[src/rtl/uart_rx_axis_framer_pkg.sv]
// Shared constants and helpers for the UART receive-side AXI-Stream framer.
package uart_axis_pkg;

    localparam int CHAR_BITS = 11;

    typedef enum logic {
        PEND_EMPTY,
        PEND_HOLD
    } pend_state_t;

    function automatic int baud_div(input int clk_hz, input int baud);
        return clk_hz / baud;
    endfunction

    function automatic int idle_cycles(input int clk_hz, input int baud, input int chars);
        return chars * CHAR_BITS * baud_div(clk_hz, baud);
    endfunction

    // FIFO entry is {last, data}
    function automatic int entry_bits(input int width);
        return width + 1;
    endfunction

endpackage

[src/rtl/uart_rx_axis_framer_if.sv]
// Receiver strobe input plus AXI-Stream master output of the framer.
interface uart_rx_axis_framer_if #(
    parameter int WIDTH = 8
);
    logic [WIDTH-1:0] rx_data;
    logic             rx_valid;
    logic [WIDTH-1:0] m_axis_tdata;
    logic             m_axis_tvalid;
    logic             m_axis_tready;
    logic             m_axis_tlast;

    modport master (
        input  rx_data, rx_valid, m_axis_tready,
        output m_axis_tdata, m_axis_tvalid, m_axis_tlast
    );

    modport slave (
        output rx_data, rx_valid, m_axis_tready,
        input  m_axis_tdata, m_axis_tvalid, m_axis_tlast
    );
endinterface

[src/rtl/uart_rx_axis_framer_fifo.sv]
// First-word-fall-through FIFO; head entry is visible combinationally, zero when empty.
module axis_fwft_fifo #(
    parameter  int W     = 9,
    parameter  int DEPTH = 16,
    localparam int AW    = $clog2(DEPTH),
    localparam int CW    = AW + 1
) (
    input  logic          clk,
    input  logic          rst,
    input  logic          push,
    input  logic [W-1:0]  push_dat,
    input  logic          pop,
    output logic [W-1:0]  head_dat,
    output logic [CW-1:0] count,
    output logic          full,
    output logic          empty
);
    logic [W-1:0]  mem [DEPTH];
    logic [AW-1:0] wr_ptr;
    logic [AW-1:0] rd_ptr;
    logic          pop_en;
    logic          wr_en;

    assign full   = (count == CW'(DEPTH));
    assign empty  = (count == '0);
    assign pop_en = pop && !empty;
    // A full FIFO still accepts a write when the head leaves on the same edge.
    assign wr_en  = push && (!full || pop_en);

    assign head_dat = empty ? '0 : mem[rd_ptr];

    always_ff @(posedge clk) begin
        if (wr_en) begin
            mem[wr_ptr] <= push_dat;
        end
    end

    always_ff @(posedge clk or posedge rst) begin
        if (rst) begin
            wr_ptr <= '0;
            rd_ptr <= '0;
            count  <= '0;
        end else begin
            if (wr_en) begin
                wr_ptr <= wr_ptr + 1'b1;
            end
            if (pop_en) begin
                rd_ptr <= rd_ptr + 1'b1;
            end
            unique case ({wr_en, pop_en})
                2'b10:   count <= count + 1'b1;
                2'b01:   count <= count - 1'b1;
                default: count <= count;
            endcase
        end
    end
endmodule

[src/rtl/uart_rx_axis_framer.sv]
// Holds each received byte until its frame-end flag is known, then queues {last, data} for AXIS.
// tlast closes a frame on an idle gap or on the MAX_LEN-th byte; bytes hitting a full FIFO are counted and lost.
module uart_rx_axis_framer
    import uart_axis_pkg::*;
#(
    parameter int WIDTH       = 8,
    parameter int DEPTH       = 16,
    parameter int IDLE_CYCLES = idle_cycles(50_000_000, 115_200, 2),
    parameter int MAX_LEN     = 64
) (
    input  logic                     clk,
    input  logic                     rst,
    uart_rx_axis_framer_if.master    bus,
    output logic [$clog2(DEPTH):0]   fifo_level,
    output logic [7:0]               drop_count
);
    localparam int EW = entry_bits(WIDTH);
    localparam int TW = $clog2(IDLE_CYCLES + 1);
    localparam int FW = $clog2(MAX_LEN + 1);

    pend_state_t      state;
    pend_state_t      state_nxt;
    logic [WIDTH-1:0] pend_dat;
    logic [TW-1:0]    timer;
    logic [FW-1:0]    frame_len;
    logic             timeout;
    logic             push_req;
    logic             push_last;
    logic             wr_vld;
    logic [EW-1:0]    wr_dat;
    logic [EW-1:0]    head;
    logic             pop;
    logic             full;
    logic             empty;

    assign timeout = (timer == TW'(IDLE_CYCLES - 1));

    always_comb begin
        state_nxt = state;
        push_req  = 1'b0;
        push_last = 1'b0;
        unique case (state)
            PEND_EMPTY: begin
                if (bus.rx_valid) begin
                    state_nxt = PEND_HOLD;
                end
            end
            PEND_HOLD: begin
                // A new byte beats a coinciding timeout, so only the length limit can close the frame here.
                if (bus.rx_valid) begin
                    push_req  = 1'b1;
                    push_last = (frame_len == FW'(MAX_LEN - 1));
                end else if (timeout) begin
                    push_req  = 1'b1;
                    push_last = 1'b1;
                    state_nxt = PEND_EMPTY;
                end
            end
            default: state_nxt = PEND_EMPTY;
        endcase
    end

    always_ff @(posedge clk or posedge rst) begin
        if (rst) begin
            state      <= PEND_EMPTY;
            pend_dat   <= '0;
            timer      <= '0;
            frame_len  <= '0;
            wr_vld     <= 1'b0;
            wr_dat     <= '0;
            drop_count <= '0;
        end else begin
            state  <= state_nxt;
            wr_vld <= push_req;
            wr_dat <= {push_last, pend_dat};
            if (bus.rx_valid) begin
                pend_dat <= bus.rx_data;
                timer    <= '0;
            end else if (state == PEND_HOLD) begin
                timer <= timeout ? '0 : timer + 1'b1;
            end
            // Frame length tracks attempts, so a dropped closing byte still restarts the count.
            if (push_req) begin
                frame_len <= push_last ? '0 : frame_len + 1'b1;
            end
            if (wr_vld && full && !pop && drop_count != 8'hFF) begin
                drop_count <= drop_count + 8'd1;
            end
        end
    end

    assign pop = bus.m_axis_tvalid && bus.m_axis_tready;

    axis_fwft_fifo #(
        .W     (EW),
        .DEPTH (DEPTH)
    ) u_fifo (
        .clk      (clk),
        .rst      (rst),
        .push     (wr_vld),
        .push_dat (wr_dat),
        .pop      (pop),
        .head_dat (head),
        .count    (fifo_level),
        .full     (full),
        .empty    (empty)
    );

    assign bus.m_axis_tvalid = !empty;
    assign bus.m_axis_tdata  = head[WIDTH-1:0];
    assign bus.m_axis_tlast  = head[WIDTH];
endmodule
[src/flat_wrapper.sv]
// flat-port wrapper written by rule: the top's interface ports become plain ports
module uart_rx_axis_framer_flat import uart_axis_pkg::*;
#(
    parameter int WIDTH       = 8,
    parameter int DEPTH       = 16,
    parameter int IDLE_CYCLES = idle_cycles(50_000_000, 115_200, 2),
    parameter int MAX_LEN     = 64
)
  (clk, rst, fifo_level, drop_count, bus_rx_data, bus_rx_valid, bus_m_axis_tready, bus_m_axis_tdata, bus_m_axis_tvalid, bus_m_axis_tlast);
  uart_rx_axis_framer_if #(.WIDTH(WIDTH)) bus_i ();
  input  logic clk;
  input  logic rst;
  output logic [$clog2(DEPTH):0] fifo_level;
  output logic [7:0] drop_count;
  input wire logic [$bits(bus_i.rx_data)-1:0] bus_rx_data;
  input wire logic [$bits(bus_i.rx_valid)-1:0] bus_rx_valid;
  input wire logic [$bits(bus_i.m_axis_tready)-1:0] bus_m_axis_tready;
  output wire logic [$bits(bus_i.m_axis_tdata)-1:0] bus_m_axis_tdata;
  output wire logic [$bits(bus_i.m_axis_tvalid)-1:0] bus_m_axis_tvalid;
  output wire logic [$bits(bus_i.m_axis_tlast)-1:0] bus_m_axis_tlast;
  assign bus_i.rx_data = bus_rx_data;
  assign bus_i.rx_valid = bus_rx_valid;
  assign bus_i.m_axis_tready = bus_m_axis_tready;
  assign bus_m_axis_tdata = bus_i.m_axis_tdata;
  assign bus_m_axis_tvalid = bus_i.m_axis_tvalid;
  assign bus_m_axis_tlast = bus_i.m_axis_tlast;
  uart_rx_axis_framer #(.WIDTH(WIDTH), .DEPTH(DEPTH), .IDLE_CYCLES(IDLE_CYCLES), .MAX_LEN(MAX_LEN)) u_core (.clk(clk), .rst(rst), .bus(bus_i), .fifo_level(fifo_level), .drop_count(drop_count));
endmodule
[config.mk]
export PLATFORM = sky130hd
export DESIGN_NAME = uart_rx_axis_framer_flat
export DESIGN_NICKNAME = d
export VERILOG_FILES = /design/src/rtl/uart_rx_axis_framer_pkg.sv /design/src/rtl/uart_rx_axis_framer_if.sv /design/src/rtl/uart_rx_axis_framer_fifo.sv /design/src/rtl/uart_rx_axis_framer.sv /design/src/flat_wrapper.sv
export SDC_FILE = /design/constraint.sdc
export NUM_CORES = 1
export LEC_CHECK = 0
export CORE_MARGIN = 2
export CORE_UTILIZATION = 35
export CTS_CLUSTER_DIAMETER = 40
export DETAILED_ROUTE_END_ITERATION = 10
export PLACE_DENSITY_LB_ADDON = 0.05
export REMOVE_ABC_BUFFERS = 1
export SETUP_SLACK_MARGIN = 0.02
export SYNTH_ARGS = -nofsm -noshare
export SYNTH_HDL_FRONTEND = slang
export SYNTH_SLANG_ARGS = --single-unit
[constraint.sdc]
create_clock -name clk -period 2.65 [get_ports clk]
set_input_delay 0.53 -clock clk [delete_from_list [all_inputs] [get_ports clk]]
set_output_delay 0.53 -clock clk [all_outputs]
set_load 0.01 [all_outputs]
==> results.yml, run 1 <==
clocking:
  clock_path_buffers: 3
  clkTransAtPathRegs_ns: 0.05
  cts_hold_buffers: 0
  clkSinkCount: 205
  clockRootBuffer: "sky130_fd_sc_hd__clkbuf_16"
  cts_tree: "done"
  cts-buffers-inserted: 35
  clock_insertion_delay_worst_skew_ns: 0.50
  htree_num_levels: 2
power_and_ir_drop:
  irDropWorstVdd_v: 0.0004814
  power.density_cell_area_nw_per_um2: 1093
  cellLeakagePower_nw: 3.983
drt:
  route.detailed.drc: 0
  drt-wirelength-per-cell_um: 18.90
  route.vias.total: 4670
  wl_final_mm: 17.99
  drt_pass_1_iters: 4
  drtIter0Drc: 234
  drtAntennaViolNets: 0
  viasPerCell: 4.905
floorplanning:
  std_cell_rows: 56
  die_height_um: 159.2
  floorplan.initialDensity_pct: 35.79
  fp.dieArea_um2: 25330
  ios: 35
  floorplan.core_area_um2: 23540
  dieWidth_um: 159.2
synthesis:
  yosys_warnings: 0
  synth.largest_area_cell: "sky130_fd_sc_hd__edfxtp_1"
  synth_cell_types: 51
  synth.yosys.seq_area_share_pct: 69.44
  synth.cell_area_um2: 8426
  synthCells: 503
  synth-edff-count: 144
  synthMostInstantiatedCell: "sky130_fd_sc_hd__edfxtp_1"
  synth-seq-cells: 205
  netlist.area_leader.share_pct: 51.32
  synth_top_cells_by_count: "sky130_fd_sc_hd__edfxtp_1, sky130_fd_sc_hd__dfrtp_1, sky130_fd_sc_hd__mux4_2"
  syn_area_per_cell_um2: 16.75
  post_synth_main_area_contributors: "sky130_fd_sc_hd__edfxtp_1, sky130_fd_sc_hd__dfrtp_1, sky130_fd_sc_hd__mux4_2, sky130_fd_sc_hd__mux2i_1, sky130_fd_sc_hd__mux2_2"
  async_sr_flop_fraction_pct: 29.76
  synth-main-ff-cell: "sky130_fd_sc_hd__edfxtp_1"
place:
  post_dp_cell_area_um2: 9549
  place_congestion: 0.7193
  post_detail_place_hpwl_mm: 11.63
  numPortBuffers: 34
outcome:
  failed_checks: "setup timing"
  run_status: "finished, violations left"
timing:
  timing.max_slew.rel_slack_pct: 60.07
  skew_final_ns: 0.02206
  slew_violations: 0
  final_critical_path_setup_slack_ns: -0.01859
  report.final.setup_viol: 3
  final.period_utilization_pct: 100.7
  achievable-frequency_mhz: 374.7
  rsz0062_at_grt: "true"
  tightest_slew_ns: 0.5989
  worst_hold_slack_ns: 0.3736
  hold_viol_final: 0
  period_minus_slack_ns: 2.669
critical_path:
  setup.reg_to_reg.worst_slack_ns: 0.15
  critical_path.max_fanout: 8
  worstPathArrival_ns: 2.14
  critical-path-slowest-cell: "sky130_fd_sc_hd__mux4_2"
  reg2reg_from: "u_core.u_fifo.count[1]"
  timing.critical_path.cells: "buf_12, buf_8, buf_6, mux4_2, mux2i_1, o22ai_1, buf_2"
  ff2ff_path_depth: 10
  worst_r2r_endpoint: "u_core.u_fifo.count[4]"
  crit_path_end_kind: "output pin"
  critical_path.startpoint_type: "flip-flop"
  worstPathRequired_ns: 2.12
  worst-setup-path-type: "reg2out"
  critical_path.max_stage_delay_ns: 0.48
layout:
  layout-drive-gt1-share_pct: 29.86
  antenna_cells: 0
  design_area_um2: 10870
  design.final.nets: 629
  syn2layout_area_growth_pct: 28.96
global_route:
  grt_max_degree: 41
  grt_usage_pct: 14.86
  antenna_found_initial: 0
  globalRouteOverflowTotal: 0
  wire_length_of_the_first_global_routing_pass_mm: 29.09
  grt_pass1_vias: 5039
flow_run:
  maxCapViolCount: 0
hold_path:
  whs_path_depth: 0
  launch_point_of_the_worst_hold_path: "u_core.pend_dat[4]"
  min_to: "u_core.wr_dat[4]"
  worstHoldPathType: "reg2reg"
-- routing by layer --
| metal | vias up | share of wire (%) | track usage [%] |
|---|---|---|---|
| met5 | - | 0 | 0 |
| met4 | 0 | 2.1 | 4.711 |
| met3 | 31 | 4.1 | 3.308 |
| met2 | 75 | 50 | 25.20 |
| met1 | 2402 | 44 | 19.09 |
| li1 | 2162 | - | - |
-- worst max-delay path: cells and delay by family, from the launching register on --
family,cells,cell delay [ns]
DFF,1,0.42
muxes,2,0.62
AOI/OAI and AO/OA,1,0.08
buffers and inverters,4,0.52
-- logic make-up (layout without fill, tap and decap cells) --
group | after synthesis | count (layout) | share of synthesized area (%)
mux | 67 | 67 | 13.48
compound gates | 55 | 55 | 4.336
xor+xnor | 25 | 25 | 2.599
buf+inv | 27 | 157 | 1.411
simple gates | 114 | 114 | 7.247
flops | 205 | 205 | 69.44
fa+ha+maj | 10 | 10 | 1.485
-- power breakdown --
group | internal [mW] | switching (mW)
sequential | 3.87 | 0.300
combinational | 1.83 | 1.54
clock | 2.77 | 1.57
total | 8.47 | 3.41
-- worst max path at each step --
stage                                       start                      to  cells after the start  slack (ns)
after global routing      u_core.u_fifo.rd_ptr[0]     bus_m_axis_tdata[3]                      7       -0.14
after CTS                 u_core.u_fifo.rd_ptr[0]     bus_m_axis_tdata[4]                      7       -0.10
after global placement          bus_m_axis_tready  u_core.u_fifo.count[4]                     10       -0.03
after detailed placement        bus_m_axis_tready  u_core.u_fifo.count[4]                     10       -0.09
after floorplan           u_core.u_fifo.rd_ptr[0]     bus_m_axis_tdata[7]                      3       -0.38
final                     u_core.u_fifo.rd_ptr[0]     bus_m_axis_tdata[3]                      7       -0.02
-- layout make-up --
class | count | area (um^2)
Fill cell | 2062 | 12680
Timing Repair Buffer | 85 | 865.8
Tap cell | 319 | 399.1
Inverter | 9 | 33.78
Sequential cell | 205 | 5853
Clock inverter | 23 | 215.2
Clock buffer | 40 | 937.1
Multi-Input combinational cell | 271 | 2561
-- registers in the layout, indices dropped and copies added, names as in the netlist --
signal                cells
u_core.u_fifo.rd_ptr      4
u_core.u_fifo.count       5
u_core.state              1
u_core.timer             14
u_core.u_fifo.mem       144
u_core.wr_vld             1
u_core.u_fifo.wr_ptr      4
u_core.drop_count         8
u_core.wr_dat             9
u_core.pend_dat           8
u_core.frame_len          7
-- per-stage QoR --
stage,total power [mW],worst slack [ns],utilization (%),instances,setup TNS (ns)
CTS,12.10,-0.1032,46.12,952,-0.5095
detailed placement,7.431,-0.08712,40.56,882,-0.08712
finish,11.88,-0.01859,46.15,952,-0.02614
global route,12.51,-0.1393,46.15,952,-0.8318
global placement,7.391,-0.02883,40.56,882,-0.02883
floorplan,5.910,-0.3791,-,485,-3.380
-- cells in the final DEF (no fill, tap or decap), drive strengths merged, types with 19 or more instances in the layout --
master / synthesis / final
buf: 11 / 60
nand2: 26 / 26
mux2i: 19 / 19
mux4: 36 / 36
nor2: 21 / 21
clkbuf: 7 / 40
edfxtp: 144 / 144
o21ai: 19 / 19
dfrtp: 61 / 61
clkdlybuf4s50: 0 / 25
-- repair_timing --
| action | in CTS | in global routing |
|---|---|---|
| buffers inserted | 6 | 2 |
| gates cloned | 1 | 0 |
| gates resized for setup | 60 | 9 |
| setup endpoints to repair | 10 | 13 |
| pin swaps | 9 | 6 |
(Power assumes the default switching activity.)
==> run 2: changes to the inputs <==
--- a/config.mk
+++ b/config.mk
@@ -12,6 +12,8 @@
 export PLACE_DENSITY_LB_ADDON = 0.05
 export REMOVE_ABC_BUFFERS = 1
 export SETUP_SLACK_MARGIN = 0.02
+export SKIP_CTS_REPAIR_TIMING = 1
 export SYNTH_ARGS = -nofsm -noshare
 export SYNTH_HDL_FRONTEND = slang
+export SYNTH_HIERARCHICAL = 1
 export SYNTH_SLANG_ARGS = --single-unit
==> run 2 against run 1 <==
Net effect: the run still ends with setup timing left; clock power shrank 4%; power grew 3.1%; sequential share of layout area shrank 1.5 points; fmax shrank 9.6%; core utilization grew 0.20 points; combinational power grew 14%; critical endpoint is now bus_m_axis_tdata[7]; highest routed layer unchanged.
==> results.yml, run 2 <==
outcome:
  run_status: "finished, violations left"
  failed_checks: "setup timing"
synthesis:
  synth.cell_area_um2: 8521
  synth-main-ff-cell: "sky130_fd_sc_hd__edfxtp_1"
  synth.yosys.seq_area_share_pct: 68.66
  synthCells: 517
  yosys_warnings: 6
  synth-seq-cells: 205
  synth-edff-count: 144
  syn_area_per_cell_um2: 16.48
  synth_cell_types: 52
  netlist.area_leader.share_pct: 50.75
  synth.largest_area_cell: "sky130_fd_sc_hd__edfxtp_1"
  async_sr_flop_fraction_pct: 29.76
  synthMostInstantiatedCell: "sky130_fd_sc_hd__edfxtp_1"
  synth_top_cells_by_count: "sky130_fd_sc_hd__edfxtp_1, sky130_fd_sc_hd__dfrtp_1, sky130_fd_sc_hd__mux4_2"
  post_synth_main_area_contributors: "sky130_fd_sc_hd__edfxtp_1, sky130_fd_sc_hd__dfrtp_1, sky130_fd_sc_hd__mux4_2, sky130_fd_sc_hd__xnor2_1, sky130_fd_sc_hd__a211oi_1"
clocking:
  clkSinkCount: 205
  cts-buffers-inserted: 34
  cts_tree: "done"
  clock_insertion_delay_worst_skew_ns: 0.50
  clkTransAtPathRegs_ns: 0.05
  clockRootBuffer: "sky130_fd_sc_hd__clkbuf_16"
  htree_num_levels: 2
  clock_path_buffers: 3
drt:
  drtIter0Drc: 295
  drt-wirelength-per-cell_um: 20.04
  wl_final_mm: 19.76
  drtAntennaViolNets: 0
  route.vias.total: 4927
  viasPerCell: 4.997
  drt_pass_1_iters: 4
  route.detailed.drc: 0
layout:
  layout.core_utilization_pct: 46.36
  post_layout_nonfiller_instances: 986
  antenna_cells: 0
  mostFrequentLayoutCell: "sky130_fd_sc_hd__edfxtp_1"
  design.final.nets: 662
  largest_register: "u_core/u_fifo/mem"
  layout_top_registers: "u_core/u_fifo/mem: 144 flops, u_core/timer: 14 flops, u_core/wr_dat: 9 flops"
  fillCellCount: 2143
  layout-drive-gt1-share_pct: 34.14
  mostFrequentLayoutCells: "sky130_fd_sc_hd__edfxtp_1, sky130_fd_sc_hd__dfrtp_1, sky130_fd_sc_hd__buf_4, sky130_fd_sc_hd__clkbuf_16, sky130_fd_sc_hd__mux4_2"
  largest_reg_flops: 144
  syn2layout_area_growth_pct: 31.15
power_and_ir_drop:
  irDropWorstVdd_v: 0.0005492
  power.density_cell_area_nw_per_um2: 1095
  cellLeakagePower_nw: 4.088
timing:
  slew_violations: 0
  period_minus_slack_ns: 2.954
  timing.max_slew.rel_slack_pct: 52.66
  final.period_utilization_pct: 111.5
  hold_viol_final: 0
  skew_final_ns: 0.02995
  fin_setup_tns_ns: -2.021
  report.final.setup_viol: 9
  rsz0062_at_grt: "true"
  achievable-frequency_mhz: 338.6
  tightest_slew_ns: 0.7101
  final_critical_path_setup_slack_ns: -0.3035
critical_path:
  critical_path.max_fanout: 6
  crit_top_cell: "sky130_fd_sc_hd__a211oi_2"
  timing.critical_path.cells: "buf_12, buf_6, mux4_2, nor2b_4, a211oi_2, buf_4, a211oi_2, buf_2"
  worst-setup-path-type: "reg2out"
  worstPathRequired_ns: 2.12
  worstPathArrival_ns: 2.42
  critical_path.startpoint_type: "flip-flop"
  critical-path-slowest-cell: "sky130_fd_sc_hd__mux4_2"
  critical_path.max_stage_delay_ns: 0.50
  crit_path_end_kind: "output pin"
global_route:
  grt_max_degree: 36
  globalRouteOverflowTotal: 0
  wire_length_of_the_first_global_routing_pass_mm: 30.37
  grt_usage_pct: 15.58
  antenna_found_initial: 0
  grt_pass1_vias: 5163
hold_path:
  worstHoldPathType: "in2async"
place:
  post_detail_place_hpwl_mm: 12.83
  post-place-cells: 913
  place_congestion: 0.8071
  numPortBuffers: 34
floorplanning:
  fp.dieArea_um2: 25610
  floorplan.core_area_um2: 24110
  std_cell_rows: 57
  ios: 35
  floorplan.initialDensity_pct: 35.35
  dieWidth_um: 160.0
  die_height_um: 160.0
flow_run:
  maxCapViolCount: 0
==> run 2: worst paths after layout <==
check	from	endpoint	slack, ns	cells after the start
max	u_core/u_fifo/rd_ptr[1]	bus_m_axis_tdata[7]	-0.30	8
min	rst	u_core/drop_count[2]	0.33	2
max reg2reg	u_core/u_fifo/count[3]	u_core/u_fifo/count[3]	0.11	11
min reg2reg	u_core/pend_dat[0]	u_core/wr_dat[0]	0.37	0
max in group asynchronous	rst	u_core/drop_count[5]	1.79	3
min in group clk	u_core/pend_dat[0]	u_core/wr_dat[0]	0.37	0
==> run 2: critical path, delay by kind of cell, from the launching register on <==
| kind | cells | cell delay, ns |
|---|---|---|
| buf+inv | 4 | 0.57 |
| mux | 1 | 0.50 |
| flops | 1 | 0.45 |
| compound gates | 2 | 0.25 |
| simple gates | 1 | 0.15 |
==> run 2: area by class of cell <==
| cell class | count | area [um^2] | share of cell area (%) |
|---|---|---|---|
| Sequential cell | 205 | 5853 | 52.38 |
| Clock buffer | 41 | 918.4 | 8.219 |
| Clock inverter | 19 | 180.2 | 1.612 |
| Inverter | 17 | 63.81 | 0.5710 |
| Multi-Input combinational cell | 274 | 2684 | 24.02 |
| Timing Repair Buffer | 106 | 1070 | 9.573 |
| Tap cell | 324 | 405.4 | 3.628 |
==> run 2: logic make-up after synthesis <==
logic type | Yosys count | synth area share [%]
adders and majority gates | 12 | 1.850
AOI/OAI and AO/OA | 58 | 5.052
xor gates and xnor gates | 26 | 2.673
and+or+nand+nor | 120 | 7.592
buffers and inverters | 38 | 1.894
DFF | 205 | 68.66
muxes | 58 | 12.28
==> run 2: report_power, final <==
part           internal (mW)  total, mW  switching [mW]
logic                   2.04       3.83            1.78
clock network           2.62       4.18            1.56
registers               3.88       4.23           0.354
total                   8.54       12.2            3.70
==> run 2: routing by layer <==
layer	track usage [%]	wire length, um
met5	0	0
met1	21.84	9304
met2	24.73	9333
met3	3.143	812
met4	4.627	312
==> run 2: metrics by stage <==
step,power [mW],setup WS (ns),hold slack [ns],cell area [um^2]
2_1_floorplan,6.005,-0.4777,0.3501,8423
3_3_place_gp,7.786,-0.2561,0.3593,9814
3_5_place_dp,7.826,-0.2410,0.3620,9814
4_1_cts,12.08,-0.8028,0.3195,10910
5_1_grt,12.86,-0.3730,0.3547,11170
6_report,12.24,-0.3035,0.3341,11170
